[config.mk]
export PLATFORM = sky130hd
export DESIGN_NAME = amostra_feeder_flat
export DESIGN_NICKNAME = d
export VERILOG_FILES = /design/src/rtl/amostra_feeder_if.sv /design/src/rtl/amostra_feeder.sv /design/src/flat_wrapper.sv
export SDC_FILE = /design/constraint.sdc
export NUM_CORES = 1
export LEC_CHECK = 0
export ABC_AREA = 1
export CAP_MARGIN = 20
export CORE_AREA = 2 2 145 147
export CTS_BUF_LIST = sky130_fd_sc_hd__clkbuf_16
export DETAILED_ROUTE_END_ITERATION = 10
export DIE_AREA = 0 0 147 149
export GPL_TIMING_DRIVEN = 1
export PLACE_DENSITY = 0.74
export SETUP_SLACK_MARGIN = 0.4
export SLEW_MARGIN = 20
export SYNTH_ARGS = -nofsm -noshare
export SYNTH_HDL_FRONTEND = slang
export SYNTH_SLANG_ARGS = --single-unit
[constraint.sdc]
create_clock -name clk -period 2.4 [get_ports clk]
set_clock_uncertainty 0.05 [all_clocks]
set_input_delay 0.24 -clock clk [delete_from_list [all_inputs] [get_ports clk]]
set_output_delay 0.24 -clock clk [all_outputs]
set_load 0.02 [all_outputs]
[src/rtl/amostra_feeder_if.sv]
// rtl/amostra_feeder_if.sv - sample source to feeder stream handshake
`timescale 1ns/1ps
interface amostra_feeder_if #(
    parameter int IN_W = 16
);
    logic [IN_W-1:0] in_data;
    logic            in_valid;
    logic            in_ready;

    modport master (output in_data, output in_valid, input in_ready);
    modport slave  (input in_data, input in_valid, output in_ready);
endinterface

[src/rtl/amostra_feeder.sv]
// rtl/amostra_feeder.sv - sample FIFO feeding pwm one offset-binary amostra per period
`timescale 1ns/1ps
module amostra_feeder #(
    parameter int IN_W      = 16,
    parameter int OUT_W     = 12,
    parameter int DEPTH     = 16,
    parameter int PRIME_LVL = 8
) (
    input  logic                     clk,
    input  logic                     rst_n,
    amostra_feeder_if.slave          s_in,
    input  logic                     period_end,
    output logic [OUT_W-1:0]         amostra,
    output logic                     amostra_stb,
    output logic                     underrun,
    input  logic                     clr_underrun,
    output logic [$clog2(DEPTH):0]   level
);
    localparam int AW = $clog2(DEPTH);
    localparam int LW = AW + 1;
    localparam logic [OUT_W-1:0] SILENCE   = {1'b1, {(OUT_W-1){1'b0}}};
    localparam logic [AW-1:0]    PTR_ONE   = AW'(1);
    localparam logic [LW-1:0]    LVL_FULL  = LW'(DEPTH);
    localparam logic [LW-1:0]    LVL_PRIME = LW'(PRIME_LVL);

    typedef enum logic {
        ST_PRIME = 1'b0,
        ST_RUN   = 1'b1
    } state_t;

    state_t            r_state;
    state_t            w_next_state;
    logic [IN_W-1:0]   r_mem [DEPTH];
    logic [AW-1:0]     r_wptr;
    logic [AW-1:0]     r_rptr;
    logic [LW-1:0]     r_level;
    logic [OUT_W-1:0]  r_amostra;
    logic              r_stb;
    logic              r_underrun;

    logic              w_in_ready;
    logic              w_push;
    logic              w_pop;
    logic              w_load_head;
    logic              w_load_mid;
    logic              w_set_under;
    logic [IN_W-1:0]   w_head;
    logic [OUT_W-1:0]  w_conv;

    assign w_in_ready    = (r_level < LVL_FULL);
    assign w_push        = s_in.in_valid && w_in_ready;
    assign s_in.in_ready = w_in_ready;

    // Offset binary: flip the sign bit, keep the top OUT_W-1 magnitude bits.
    assign w_head = r_mem[r_rptr];
    assign w_conv = {~w_head[IN_W-1], w_head[IN_W-2 -: OUT_W-1]};

    always_comb begin
        w_next_state = r_state;
        w_pop        = 1'b0;
        w_load_head  = 1'b0;
        w_load_mid   = 1'b0;
        w_set_under  = 1'b0;
        case (r_state)
            ST_PRIME: begin
                if (period_end) w_load_mid = 1'b1;
                if (r_level >= LVL_PRIME) w_next_state = ST_RUN;
            end
            ST_RUN: begin
                if (period_end) begin
                    if (r_level != '0) begin
                        w_pop       = 1'b1;
                        w_load_head = 1'b1;
                    end else begin
                        w_load_mid   = 1'b1;
                        w_set_under  = 1'b1;
                        w_next_state = ST_PRIME;
                    end
                end
            end
            default: w_next_state = ST_PRIME;
        endcase
    end

    // Sample storage carries no reset; validity is tracked by level/pointers.
    always_ff @(posedge clk) begin
        if (w_push) r_mem[r_wptr] <= s_in.in_data;
    end

    always_ff @(posedge clk or negedge rst_n) begin
        if (!rst_n) begin
            r_state    <= ST_PRIME;
            r_wptr     <= '0;
            r_rptr     <= '0;
            r_level    <= '0;
            r_amostra  <= SILENCE;
            r_stb      <= 1'b0;
            r_underrun <= 1'b0;
        end else begin
            r_state <= w_next_state;
            if (w_push) r_wptr <= r_wptr + PTR_ONE;
            if (w_pop)  r_rptr <= r_rptr + PTR_ONE;
            r_level <= r_level + {{AW{1'b0}}, w_push} - {{AW{1'b0}}, w_pop};
            r_stb   <= w_load_head || w_load_mid;
            if (w_load_head)     r_amostra <= w_conv;
            else if (w_load_mid) r_amostra <= SILENCE;
            if (w_set_under)       r_underrun <= 1'b1;
            else if (clr_underrun) r_underrun <= 1'b0;
        end
    end

    assign amostra     = r_amostra;
    assign amostra_stb = r_stb;
    assign underrun    = r_underrun;
    assign level       = r_level;
endmodule

[src/flat_wrapper.sv]
// flat-port wrapper written by rule: the top's interface ports become plain ports
module amostra_feeder_flat 
#(
    parameter int IN_W      = 16,
    parameter int OUT_W     = 12,
    parameter int DEPTH     = 16,
    parameter int PRIME_LVL = 8
)
  (clk, rst_n, period_end, amostra, amostra_stb, underrun, clr_underrun, level, s_in_in_data, s_in_in_valid, s_in_in_ready);
  amostra_feeder_if #(.IN_W(IN_W)) s_in_i ();
  input  logic clk;
  input  logic rst_n;
  input  logic period_end;
  output logic [OUT_W-1:0] amostra;
  output logic amostra_stb;
  output logic underrun;
  input  logic clr_underrun;
  output logic [$clog2(DEPTH):0] level;
  input wire logic [$bits(s_in_i.in_data)-1:0] s_in_in_data;
  input wire logic [$bits(s_in_i.in_valid)-1:0] s_in_in_valid;
  output wire logic [$bits(s_in_i.in_ready)-1:0] s_in_in_ready;
  assign s_in_i.in_data = s_in_in_data;
  assign s_in_i.in_valid = s_in_in_valid;
  assign s_in_in_ready = s_in_i.in_ready;
  amostra_feeder #(.IN_W(IN_W), .OUT_W(OUT_W), .DEPTH(DEPTH), .PRIME_LVL(PRIME_LVL)) u_core (.clk(clk), .rst_n(rst_n), .s_in(s_in_i), .period_end(period_end), .amostra(amostra), .amostra_stb(amostra_stb), .underrun(underrun), .clr_underrun(clr_underrun), .level(level));
endmodule
# Yosys cells after proc, flatten, opt, wreduce, memory -nomap -nowiden
# Memory sizes are Yosys's and may differ from the RTL's.
# Cells that the tools add are included.
dict set report totals {
  register_bits 28
  ramBits 256
  inputBits 21
  output_inout_bits 20
  elab_cells 38
  memories 1
}
# memory depth width rd rd_clocked_by_memory_dff wr line
set mem_list {}
lappend mem_list {u_core.r_mem 16 16 1 0 1 amostra_feeder.sv:33} ;# logic [IN_W-1:0] r_mem [DEPTH];
dict set report op_classes {
  add_sub_neg 4
  order_cmp 2
  muxes 17
  bitwise_logic 2
  n_reduce_logical 5
}
# cell n
set op_table {}
lappend op_table {{12-bit two-way mux} 2}
lappend op_table {{1-bit two-way mux} 13}
lappend op_table {{4-bit by 1-bit adder with 4-bit output (second input constant)} 2}
lappend op_table {{5-bit by 1-bit adder with 5-bit output} 1}
lappend op_table {{5-bit by 4-bit greater-or-equal comparator with 1-bit output (second input constant)} 1}
lappend op_table {{5-bit less-than comparator (second input constant)} 1}
lappend op_table {{5-bit nonzero test} 1}
lappend op_table {{5-bit by 1-bit subtractor with 5-bit output} 1}
lappend op_table {{1-bit case mux with 2 select lines} 2}
lappend op_table {{2-bit nonzero test} 2}
lappend op_table {{1-bit NOT} 2}
lappend op_table {{1-bit logical AND} 1}
lappend op_table {{1-bit logical OR} 1}

# Logic depth before layout (Yosys ltp)
# Gate-level depths: netlist (run 1).
dict set report logic_depth {
  ltp_word 6
  mapped_depth 13
  ltp_nobuf 12
}

# Least setup slack after synthesis (run 1)
# No wires, ideal clock.
dict set report synth_path {
  path_type {reg2reg}
  from {register u_core.r_level[2] (netlist: u_core.level[2])}
  to {register u_core.r_level[4] (netlist: u_core.level[4])}
  setup_time_ps 80
  arrival_ps 2480
  required_ps 2270
  setup_slack_ps -210
  stages_incl_launch_ff 14
  n_path_buf 1
  synth_period_minus_slack_ps 2610
  path_cell_list {dfrtp_1 > inv_1 > ha_1 > nand3_1 > nand2_1 > inv_1 > buf_2 > ha_1 > inv_1 > ha_1 > inv_1 > fa_1 > o21ai_0 > xnor2_1}
}
dict set report synth_via {
  elab_chain_len 5
  elab_cells_between_ends 8
  classes_between {2 x add/sub; 1 x order compare; 3 x mux; 2 x reduce/logical}
}
# element line
set synth_lines {}
lappend synth_lines {{start: declaration} amostra_feeder.sv:36} ;# logic [LW-1:0] r_level;
lappend synth_lines {{start signal: assignment} amostra_feeder.sv:103} ;# r_level <= r_level + {{AW{1'b0}}, w_push} - {{AW{1'b0}}, w_pop};
lappend synth_lines {{5-bit nonzero test} amostra_feeder.sv:71} ;# if (r_level != '0) begin
lappend synth_lines {{1-bit two-way mux (3 in a row)} -}
lappend synth_lines {{net u_core.w_load_head} amostra_feeder.sv:44} ;# logic w_load_head;
lappend synth_lines {{5-bit by 1-bit subtractor with 5-bit output} amostra_feeder.sv:103}
# The timed path passes the listed nets, and every way through them passes these cells.
# A chain may end at the register's enable or synchronous reset.

# Final worst setup path (run 1)
dict set report layout_path {
  from {register u_core.r_level[3] (netlist: u_core.level[3])}
  to {register u_core.r_level[4] (netlist: u_core.level[4])}
}
dict set report layout_via {
  elab_chain_len 5
  elab_cells_between_ends 8
  classes_between {2 x add/sub; 1 x order compare; 3 x mux; 2 x reduce/logical}
}
# element line
set layout_lines {}
lappend layout_lines {{parallel branches: the longest is 4 deep, another holds 5-bit less-than comparator} -}
lappend layout_lines {{5-bit by 1-bit subtractor with 5-bit output (*)} amostra_feeder.sv:103}
# Every way passes the cells marked *.

==> results.yml, run 1 <==
power:
  intPower_mw: 8.25
  seq_power_share_pct: 38.0
  p_sw_share_pct: 35.2
  power_switching_mw: 4.49
  max-vdd-ir-drop_uv: 533
  power.leakage_nw: 4.00
  pwr-share-comb_pct: 35.6
  powerDensity_mw_per_mm2: 1200
  clock_power_share_pct: 26.5
drt:
  wl_per_cell_um: 18.8
  vias: 5866
  initialDrtViolationCount: 608
  wirelength_um: 20800
  first_pass_iters: 5
  antenna_left: 0
  drc: 0
  viasPerCell: 5.31
sta:
  fmaxAchievable_ghz: 0.502
  rsz0062_at_grt: "yes"
  worst_slack_ps: 410
  whs_ps: 77.6
  period_share_pct: 82.9
  relSlewSlack_pct: 60.6
  fin_setup_tns_ps: 0
  worstMarginPinSlew_ps: 589
  setup_violations: 0
  maxSlewViolCount: 0
  period_minus_slack_ps: 1990
  hold_viol: 0
final_layout:
  final_cell_mix: "nand2_1 (231), edfxtp_1 (192), nand3_1 (183)"
  antenna_cells: 0
  layout.nets: 852
  area_growth_pct: 18.0
  drive_gt1_share_pct: 11.6
  n_fill_cell: 1731
  final_common_cell: "nand2_1"
  utilization_pct: 51.6
  finalNonFillerCells: 1105
place:
  routabilityCongestion: 0.833
  numPlacedInstances: 1061
  pre_cts_slack_ps: 185
  io_buffers: 36
  dp_hpwl_um: 12200
hold_path:
  hp-class: "in -> async"
setup_path:
  crit_chain: "inv_2 > ha_4 > nand3_2 > nand2_2 > inv_2 > ha_4 > inv_4 > ha_4 > inv_2 > fa_2 > o21ai_2 > xnor2_1"
  path_max_fanout: 3
  start_kind: "flop"
  required_ps: 2780
  endpoint: "u_core.level[4]$_DFF_PN0_"
  max_stage_delay_ps: 410
  path_class: "reg -> reg"
  r2r_cells: 12
  slowest_stage: "dfrtp_2"
  ff2ff_setup_slack_ps: 410
  crit_path_start: "u_core.level[3]$_DFF_PN0_"
  arrival_ps: 2370
  crit_path_end_kind: "flop"
  reg2reg_from: "u_core.level[3]$_DFF_PN0_"
  r2r-end: "u_core.level[4]$_DFF_PN0_"
grt:
  overflow: 0
  grt_max_degree: 99
  grt_pass1_vias: 5709
  grt_usage_pct: 19.5
  grtUsageMet3_pct: 3.55
  antenna_found_initial: 0
  grt_pass1_wl_um: 32300
  use_met1_pct: 26.1
  busiest_layer: "met2"
  gr-usage-met2_pct: 32.5
floorplan:
  start_util_pct: 43.7
  die_height_um: 149
  die_width_um: 147
  row_count: 53
  dieArea_mm2: 0.0219
  pin_count: 41
  core_area_mm2: 0.0206
synthesis:
  yosys_warnings: 0
  synth-seq-cells: 220
  ys_seq_area_share_pct: 72.0
  syn_inst: 754
  synthesis.nets: 789
  synthDistinctLibCells: 23
  syn_area_mm2: 0.00898
  synth_area_per_cell_um2: 11.9
clock_network:
  insertion_delay_ps: 500
  cts_tree: "built"
  htree_num_levels: 1
  cts_sinks: 220
  clockBufferDepth: 3
  cts_root_buf: "clkbuf_16"
  clkTransAtPathRegs_ps: 60
  cts_buffers: 23
job:
  drv_cap: 0
run_status:
  status: "complete, no violations"
==> final cells by class <==
type / instances / area (um^2) / area share, %
tap: 275 / 344 / 3.24
sequential: 220 / 6470 / 61.1
multi-input combinational: 467 / 2230 / 21.1
clock inverter: 15 / 138 / 1.30
inverter: 25 / 98.8 / 0.932
timing repair buffer: 80 / 741 / 6.99
clock buffer: 23 / 576 / 5.43
==> sequential cells by signal (all words and copies together), names as in the netlist <==
name,cells
u_core.amostra_stb,1
u_core.level,5
u_core.underrun,1
u_core.r_wptr,4
u_core.r_mem,192
u_core.r_state,1
u_core.amostra,12
u_core.r_rptr,4
==> how the worst min path moves through the flow <==
| stage | depth (start not counted) | from | slack (ps) | end |
|---|---|---|---|---|
| floorplan | 0 | rst_n | -110 | u_core.amostra[0]$_DFFE_PN0P_ |
| global placement | 2 | u_core.amostra[5]$_DFFE_PN0P_ | 420 | u_core.amostra[5]$_DFFE_PN0P_ |
| detailed placement | 2 | u_core.amostra[5]$_DFFE_PN0P_ | 420 | u_core.amostra[5]$_DFFE_PN0P_ |
| CTS | 2 | rst_n | 80 | u_core.amostra_stb$_DFF_PN0_ |
| global route | 2 | rst_n | 110 | u_core.amostra_stb$_DFF_PN0_ |
| finish | 2 | rst_n | 80 | u_core.amostra_stb$_DFF_PN0_ |
==> per-layer routing <==
layer | share of wire, % | vias to the layer above | routed length, um
met5 | 0 | - | 0
met1 | 39 | 2817 | 8190
met2 | 49 | 260 | 10100
li1 | - | 2743 | -
met3 | 8.8 | 46 | 1830
met4 | 3.0 | 0 | 629
==> critical path: cells and delay by family (launching register included) <==
family,cells,cell delay [ps]
xor gates and xnor gates,1,120
DFF,1,410
adders and majority gates,4,820
and+or+nand+nor,2,150
AOI/OAI and AO/OA,1,140
buffers and inverters,4,220
==> power groups by stage <==
stage / Combinational (mW) / Clock [mW] / Sequential, mW
6_report: 4.53 / 3.37 / 4.84
5_1_grt: 5.05 / 3.60 / 4.88
4_1_cts: 4.48 / 3.42 / 4.85
3_5_place_dp: 4.43 / 0 / 4.91
3_3_place_gp: 4.33 / 0 / 4.89
2_1_floorplan: 2.86 / 0 / 5.03
==> cells by family (layout without fill, tap and decap cells) <==
| logic type | Yosys count | count (layout) | share of synthesized area [%] |
|---|---|---|---|
| and+or+nand+nor | 437 | 437 | 20.9 |
| DFF | 220 | 220 | 72.0 |
| buffers and inverters | 67 | 143 | 3.80 |
| adders and majority gates | 14 | 14 | 2.03 |
| xor gates and xnor gates | 9 | 9 | 0.877 |
| AOI/OAI and AO/OA | 7 | 7 | 0.390 |
==> synth_stat cells (all sizes together) <==
| cell | n | share of area (%) |
|---|---|---|
| nand2 | 232 | 9.7 |
| edfxtp | 192 | 64 |
| nand3 | 184 | 10 |
| buf | 37 | 2.5 |
| dfrtp | 27 | 7.5 |
| inv | 24 | 1.0 |
| nor2 | 18 | 0.75 |
| ha | 13 | 1.8 |
| xor2 | 7 | 0.68 |
| clkbuf | 5 | 0.21 |
| o21ai | 5 | 0.28 |
| a21oi | 2 | 0.11 |
| nand4 | 2 | 0.14 |
| xnor2 | 2 | 0.20 |
| clkinv | 1 | 0.042 |
| dfstp | 1 | 0.29 |
| fa | 1 | 0.22 |
| or2 | 1 | 0.070 |
==> stage by stage <==
stage	area (um^2)	total power [mW]
after global routing	10600	13.5
after CTS	10600	12.7
after detailed placement	9840	9.34
final	10600	12.7
after global placement	9840	9.22
after floorplan	9040	7.90
==> what timing repair did <==
action | 4_1_cts | 5_1_grt
pin swaps | 2 | 1
gates resized for setup | 2 | 2
hold buffers | 0 | 0
endpoints found under the setup margin | 3 | 2
gates cloned | 0 | 0
buffers inserted | 3 | 3
(Power assumes the default switching activity.)
==> run 2, diff against run 1 <==
--- a/config.mk
+++ b/config.mk
@@ -12,7 +12,7 @@
 export DETAILED_ROUTE_END_ITERATION = 10
 export DIE_AREA = 0 0 147 149
 export GPL_TIMING_DRIVEN = 1
-export PLACE_DENSITY = 0.74
+export PLACE_DENSITY = 0.71
 export SETUP_SLACK_MARGIN = 0.4
 export SLEW_MARGIN = 20
 export SYNTH_ARGS = -nofsm -noshare
==> constraint.sdc (replaced) <==
create_clock -name clk -period 2 [get_ports clk]
set_clock_uncertainty 0.05 [all_clocks]
set_input_delay 0.2 -clock clk [delete_from_list [all_inputs] [get_ports clk]]
set_output_delay 0.2 -clock clk [all_outputs]
set_load 0.02 [all_outputs]
==> results.yml, run 2 (same netlist as run 1, synthesis figures left out) <==
setup_path:
  ff2ff_setup_slack_ps: 3
  path_class: "reg -> reg"
  crit_path_end_kind: "flop"
  slowest_stage: "dfrtp_2"
  r2r-end: "u_core.level[4]$_DFF_PN0_"
  arrival_ps: 2380
  r2r_cells: 12
  reg2reg_from: "u_core.level[3]$_DFF_PN0_"
  max_stage_delay_ps: 420
  crit_chain: "inv_4 > ha_4 > nand3_2 > nand2_2 > inv_2 > ha_4 > inv_2 > ha_4 > inv_2 > fa_2 > o21ai_2 > xnor2_1"
  start_kind: "flop"
  path_max_fanout: 2
  required_ps: 2380
sta:
  relSlewSlack_pct: 57.5
  fin_setup_tns_ps: 0
  maxSlewViolCount: 0
  worstMarginPinSlew_ps: 635
  rsz0062_at_grt: "yes"
  setup_violations: 0
  period_share_pct: 99.8
  period_minus_slack_ps: 2000
  fmaxAchievable_ghz: 0.501
  hold_viol: 0
clock_network:
  cts_root_buf: "clkbuf_16"
  insertion_delay_ps: 510
  cts_sinks: 220
  cts_tree: "built"
  cts_buffers: 23
  clockBufferDepth: 3
  postCtsHoldBufs: 0
  clkTransAtPathRegs_ps: 60
  htree_num_levels: 1
final_layout:
  top_register: "u_core.r_mem"
  largest_reg_flops: 192
  final_cell_mix: "nand2_1 (225), edfxtp_1 (192), nand3_1 (160)"
  antenna_cells: 0
  area_growth_pct: 26.7
  finalNonFillerCells: 1135
  drive_gt1_share_pct: 21.2
  final_common_cell: "nand2_1"
  layout.nets: 879
floorplan:
  core_area_mm2: 0.0206
  die_width_um: 147
  dieArea_mm2: 0.0219
  row_count: 53
  pin_count: 41
  die_height_um: 149
  start_util_pct: 43.7
drt:
  initialDrtViolationCount: 550
  antenna_left: 0
  first_pass_iters: 5
  wirelength_um: 22100
  wl_per_cell_um: 19.4
  vias: 6089
  drc: 0
  viasPerCell: 5.36
grt:
  grt_pass1_vias: 5764
  overflow: 0
  grt_usage_pct: 19.7
  grt_pass1_wl_um: 32900
  antenna_found_initial: 0
  grt_max_degree: 66
power:
  power.leakage_nw: 4.30
  intPower_mw: 10.2
  pwr-share-comb_pct: 39.5
  max-vdd-ir-drop_uv: 817
  clock_power_share_pct: 24.9
  powerDensity_mw_per_mm2: 1430
  seq_power_share_pct: 35.6
  p_sw_share_pct: 37.1
  power_switching_mw: 6.04
run_status:
  status: "complete, no violations"
place:
  numPlacedInstances: 1070
  dp_hpwl_um: 12600
  io_buffers: 36
  routabilityCongestion: 0.770
job:
  drv_cap: 0
hold_path:
  hp-class: "in -> async"
[run 2: cell types whose count changed in the layout (fill, tap and decap cells not counted), sizes merged]
cell,delta
buf,+25
clkinvlp,+4
clkdlybuf4s50,-20
bufinv,-1
inv,+1
clkbuf,+4
clkdlybuf4s15,+2
dlygate4sd2,+15
[run 2: stage by stage]
stage / setup slack [ps] / power [mW] / utilization [%] / area [um^2] / hold WS, ps
finish: 3.21 / 16.3 / 55.4 / 11400 / 37.2
global route: -86.9 / 17.2 / 55.4 / 11400 / 66.0
floorplan: -155 / 9.62 / - / 9170 / -146
global placement: -65.8 / 11.5 / 49.7 / 10200 / 417
CTS: 18.5 / 15.7 / 53.4 / 11000 / 47.8
detailed placement: -85.9 / 11.6 / 49.7 / 10200 / 419
[run 2: final cells by class]
class,instances,area (um^2)
multi-input cells,467,2530
flip-flops and latches,220,6470
fillers,1642,9170
clock inverters,18,144
repair inverters,1,8.76
clock buffers,23,576
inverters,25,116
repair buffers,106,1180
well taps,275,344
[run 2: worst max-delay path by stage]
stage                              start                        end  slack, ps  cells after the start
6_report       u_core.level[3]$_DFF_PN0_  u_core.level[4]$_DFF_PN0_          3                     12
3_3_place_gp                  period_end  u_core.level[4]$_DFF_PN0_        -70                     12
3_5_place_dp                  period_end  u_core.level[4]$_DFF_PN0_        -90                     12
2_1_floorplan  u_core.level[3]$_DFF_PN0_  u_core.level[4]$_DFF_PN0_       -160                     13
4_1_cts        u_core.level[3]$_DFF_PN0_  u_core.level[4]$_DFF_PN0_         20                     12
5_1_grt        u_core.level[3]$_DFF_PN0_  u_core.level[4]$_DFF_PN0_        -90                     12
[run 2: routing by layer]
metal / vias to the layer above / part of all wire [%] / track usage (%)
li1: 2813 / - / -
met1: 2957 / 41 / 27.0
met2: 267 / 49 / 32.9
met3: 52 / 7.0 / 2.81
met4: 0 / 3.1 / 6.54
met5: - / 0 / 0
[run 2: worst max-delay path, delay by kind of cell (launching register included)]
kind / cells / cell delay (ps)
adder cells (fa/ha/maj): 4 / 810
AO/OA/AOI/OAI: 1 / 140
AND/OR/NAND/NOR: 2 / 170
flip-flops: 1 / 420
XOR/XNOR: 1 / 120
buffers and inverters: 4 / 210
[run 2: timing repair]
item,in CTS,in global routing
endpoints found under the setup margin,205,211
cloned,0,4
pin swaps,5,10
resized for setup,32,59
setup buffers,7,13
[run 2: power by group through the flow]
| stage | Sequential [mW] | Combinational, mW | Clock [mW] |
|---|---|---|---|
| 2_1_floorplan | 6.04 | 3.58 | 0 |
| 3_3_place_gp | 5.84 | 5.62 | 0 |
| 3_5_place_dp | 5.86 | 5.73 | 0 |
| 4_1_cts | 5.77 | 5.76 | 4.12 |
| 5_1_grt | 5.84 | 7.06 | 4.30 |
| 6_report | 5.79 | 6.43 | 4.05 |
==> run 3, diff against run 2 <==
--- a/config.mk
+++ b/config.mk
@@ -7,12 +7,12 @@
 export LEC_CHECK = 0
 export ABC_AREA = 1
 export CAP_MARGIN = 20
-export CORE_AREA = 2 2 145 147
+export CORE_AREA = 2 2 152 140
 export CTS_BUF_LIST = sky130_fd_sc_hd__clkbuf_16
 export DETAILED_ROUTE_END_ITERATION = 10
-export DIE_AREA = 0 0 147 149
+export DIE_AREA = 0 0 154 142
 export GPL_TIMING_DRIVEN = 1
-export PLACE_DENSITY = 0.71
+export PLACE_DENSITY = 0.72
 export SETUP_SLACK_MARGIN = 0.4
 export SLEW_MARGIN = 20
 export SYNTH_ARGS = -nofsm -noshare
==> results.yml, run 3 (same netlist as run 1, synthesis figures left out) <==
final_layout:
  final_common_cell: "edfxtp_1"
  layout.nets: 896
  top_register: "u_core.r_mem"
  final_cell_area_mm2: 0.0129
  final_cell_mix: "edfxtp_1 (192), nand2_1 (136), nand3_2 (126)"
  area_growth_pct: 43.3
  largest_reg_flops: 192
  antenna_cells: 0
  utilization_pct: 63.3
  drive_gt1_share_pct: 44.6
clock_network:
  clockBufferDepth: 3
  clkTransAtPathRegs_ps: 60
  cts_root_buf: "clkbuf_16"
  htree_num_levels: 1
  cts_buffers: 23
  cts_tree: "built"
  insertion_delay_ps: 520
  cts_sinks: 220
floorplan:
  row_count: 50
  dieArea_mm2: 0.0219
  core_area_mm2: 0.0203
  start_util_pct: 44.2
  pin_count: 41
  die_width_um: 154
  die_height_um: 142
setup_path:
  required_ps: 2380
  start_kind: "flop"
  crit_path_end_kind: "flop"
  arrival_ps: 2400
  path_max_fanout: 2
  path_class: "reg -> reg"
hold_path:
  hp-class: "in -> async"
grt:
  grt_usage_pct: 19.6
  antenna_found_initial: 0
  overflow: 0
  grt_pass1_wl_um: 32700
  grt_pass1_vias: 5902
  grt_max_degree: 51
run_status:
  violations: "negative setup slack"
  status: "finished, violations left"
sta:
  worst_slack_ps: -19.0
  period_share_pct: 101
  rsz0062_at_grt: "yes"
  relSlewSlack_pct: 47.1
  maxSlewViolCount: 0
  period_minus_slack_ps: 2020
  hold_viol: 0
  worstMarginPinSlew_ps: 793
  fmaxAchievable_ghz: 0.495
  setup_violations: 1
place:
  io_buffers: 36
  routabilityCongestion: 0.813
  dp_hpwl_um: 12500
  place_area_mm2: 0.0102
drt:
  antenna_left: 0
  first_pass_iters: 5
  viasPerCell: 5.79
  initialDrtViolationCount: 779
  drc: 0
  wirelength_um: 26300
  vias: 6566
  wl_per_cell_um: 23.2
job:
  drv_cap: 0
power:
  powerDensity_mw_per_mm2: 1500
  power.leakage_nw: 4.94
  max-vdd-ir-drop_uv: 838
## run 3: worst paths after layout
| kind | slack [ps] | startpoint | to | depth (start not counted) |
|---|---|---|---|---|
| worst max-delay path | -20 | u_core.level[2]$_DFF_PN0_ | u_core.level[4]$_DFF_PN0_ | 12 |
| worst min-delay path | 40 | rst_n | u_core.level[2]$_DFF_PN0_ | 2 |
| worst max register to register | -20 | u_core.level[2]$_DFF_PN0_ | u_core.level[4]$_DFF_PN0_ | 12 |
| worst min register to register | 420 | u_core.amostra[3]$_DFFE_PN0P_ | u_core.amostra[3]$_DFFE_PN0P_ | 2 |
| max in group asynchronous | 1540 | rst_n | u_core.amostra[11]$_DFFE_PN1P_ | 2 |
| min in group clk | 220 | clr_underrun | u_core.underrun$_DFFE_PN0P_ | 2 |
## run 3: cell type report
| cell class | count | area [um^2] |
|---|---|---|
| clock inverters | 16 | 68.8 |
| inverters | 25 | 124 |
| repair buffers | 122 | 1700 |
| multi-input cells | 467 | 3570 |
| flip-flops and latches | 220 | 6480 |
| fillers | 1372 | 7460 |
| repair inverters | 2 | 36.3 |
| clock buffers | 23 | 576 |
| well taps | 260 | 325 |
## run 3: metal layers
metal,global-route usage [%],wire length (um),vias up
met5,0,0,-
met4,5.85,912,0
met3,2.50,1980,77
met2,32.0,13000,334
met1,27.9,10400,3296
li1,-,-,2859
## run 3: critical path: stages (launching register included)
cell and delay, ps:
dfrtp_2 410, inv_2 80, ha_4 130, nand3_2 70
nand2_2 90, inv_2 60, ha_4 210, inv_4 50
ha_4 120, inv_2 40, fa_2 350, o21ai_2 140
xnor2_1 130
## run 3: where the power goes
part / switching, mW / internal (mW) / total (mW) / leakage (nW)
clock: 1.71 / 2.07 / 3.77 / 0.351
combinational: 5.76 / 3.95 / 9.72 / 2.53
sequential: 0.325 / 5.54 / 5.87 / 2.06
total: 7.80 / 11.6 / 19.4 / 4.94
## run 3: timing repair
action,in CTS,in global routing
resized for setup,43,313
setup endpoints to repair,207,213
buffers inserted,9,8
cloned,3,22
pin swaps,5,104
hold buffers,0,0
## run 3: stage by stage
step	setup WS (ps)	power [mW]	hold WS, ps	std cells	setup TNS [ps]
global route	-124	20.1	84.3	1135	-192
detailed placement	-125	11.6	418	1054	-275
CTS	-15.7	15.8	29.5	1105	-15.7
finish	-19.0	19.4	44.8	1135	-19.0
global placement	-118	11.5	413	1054	-248
floorplan	-155	9.62	-146	754	-379
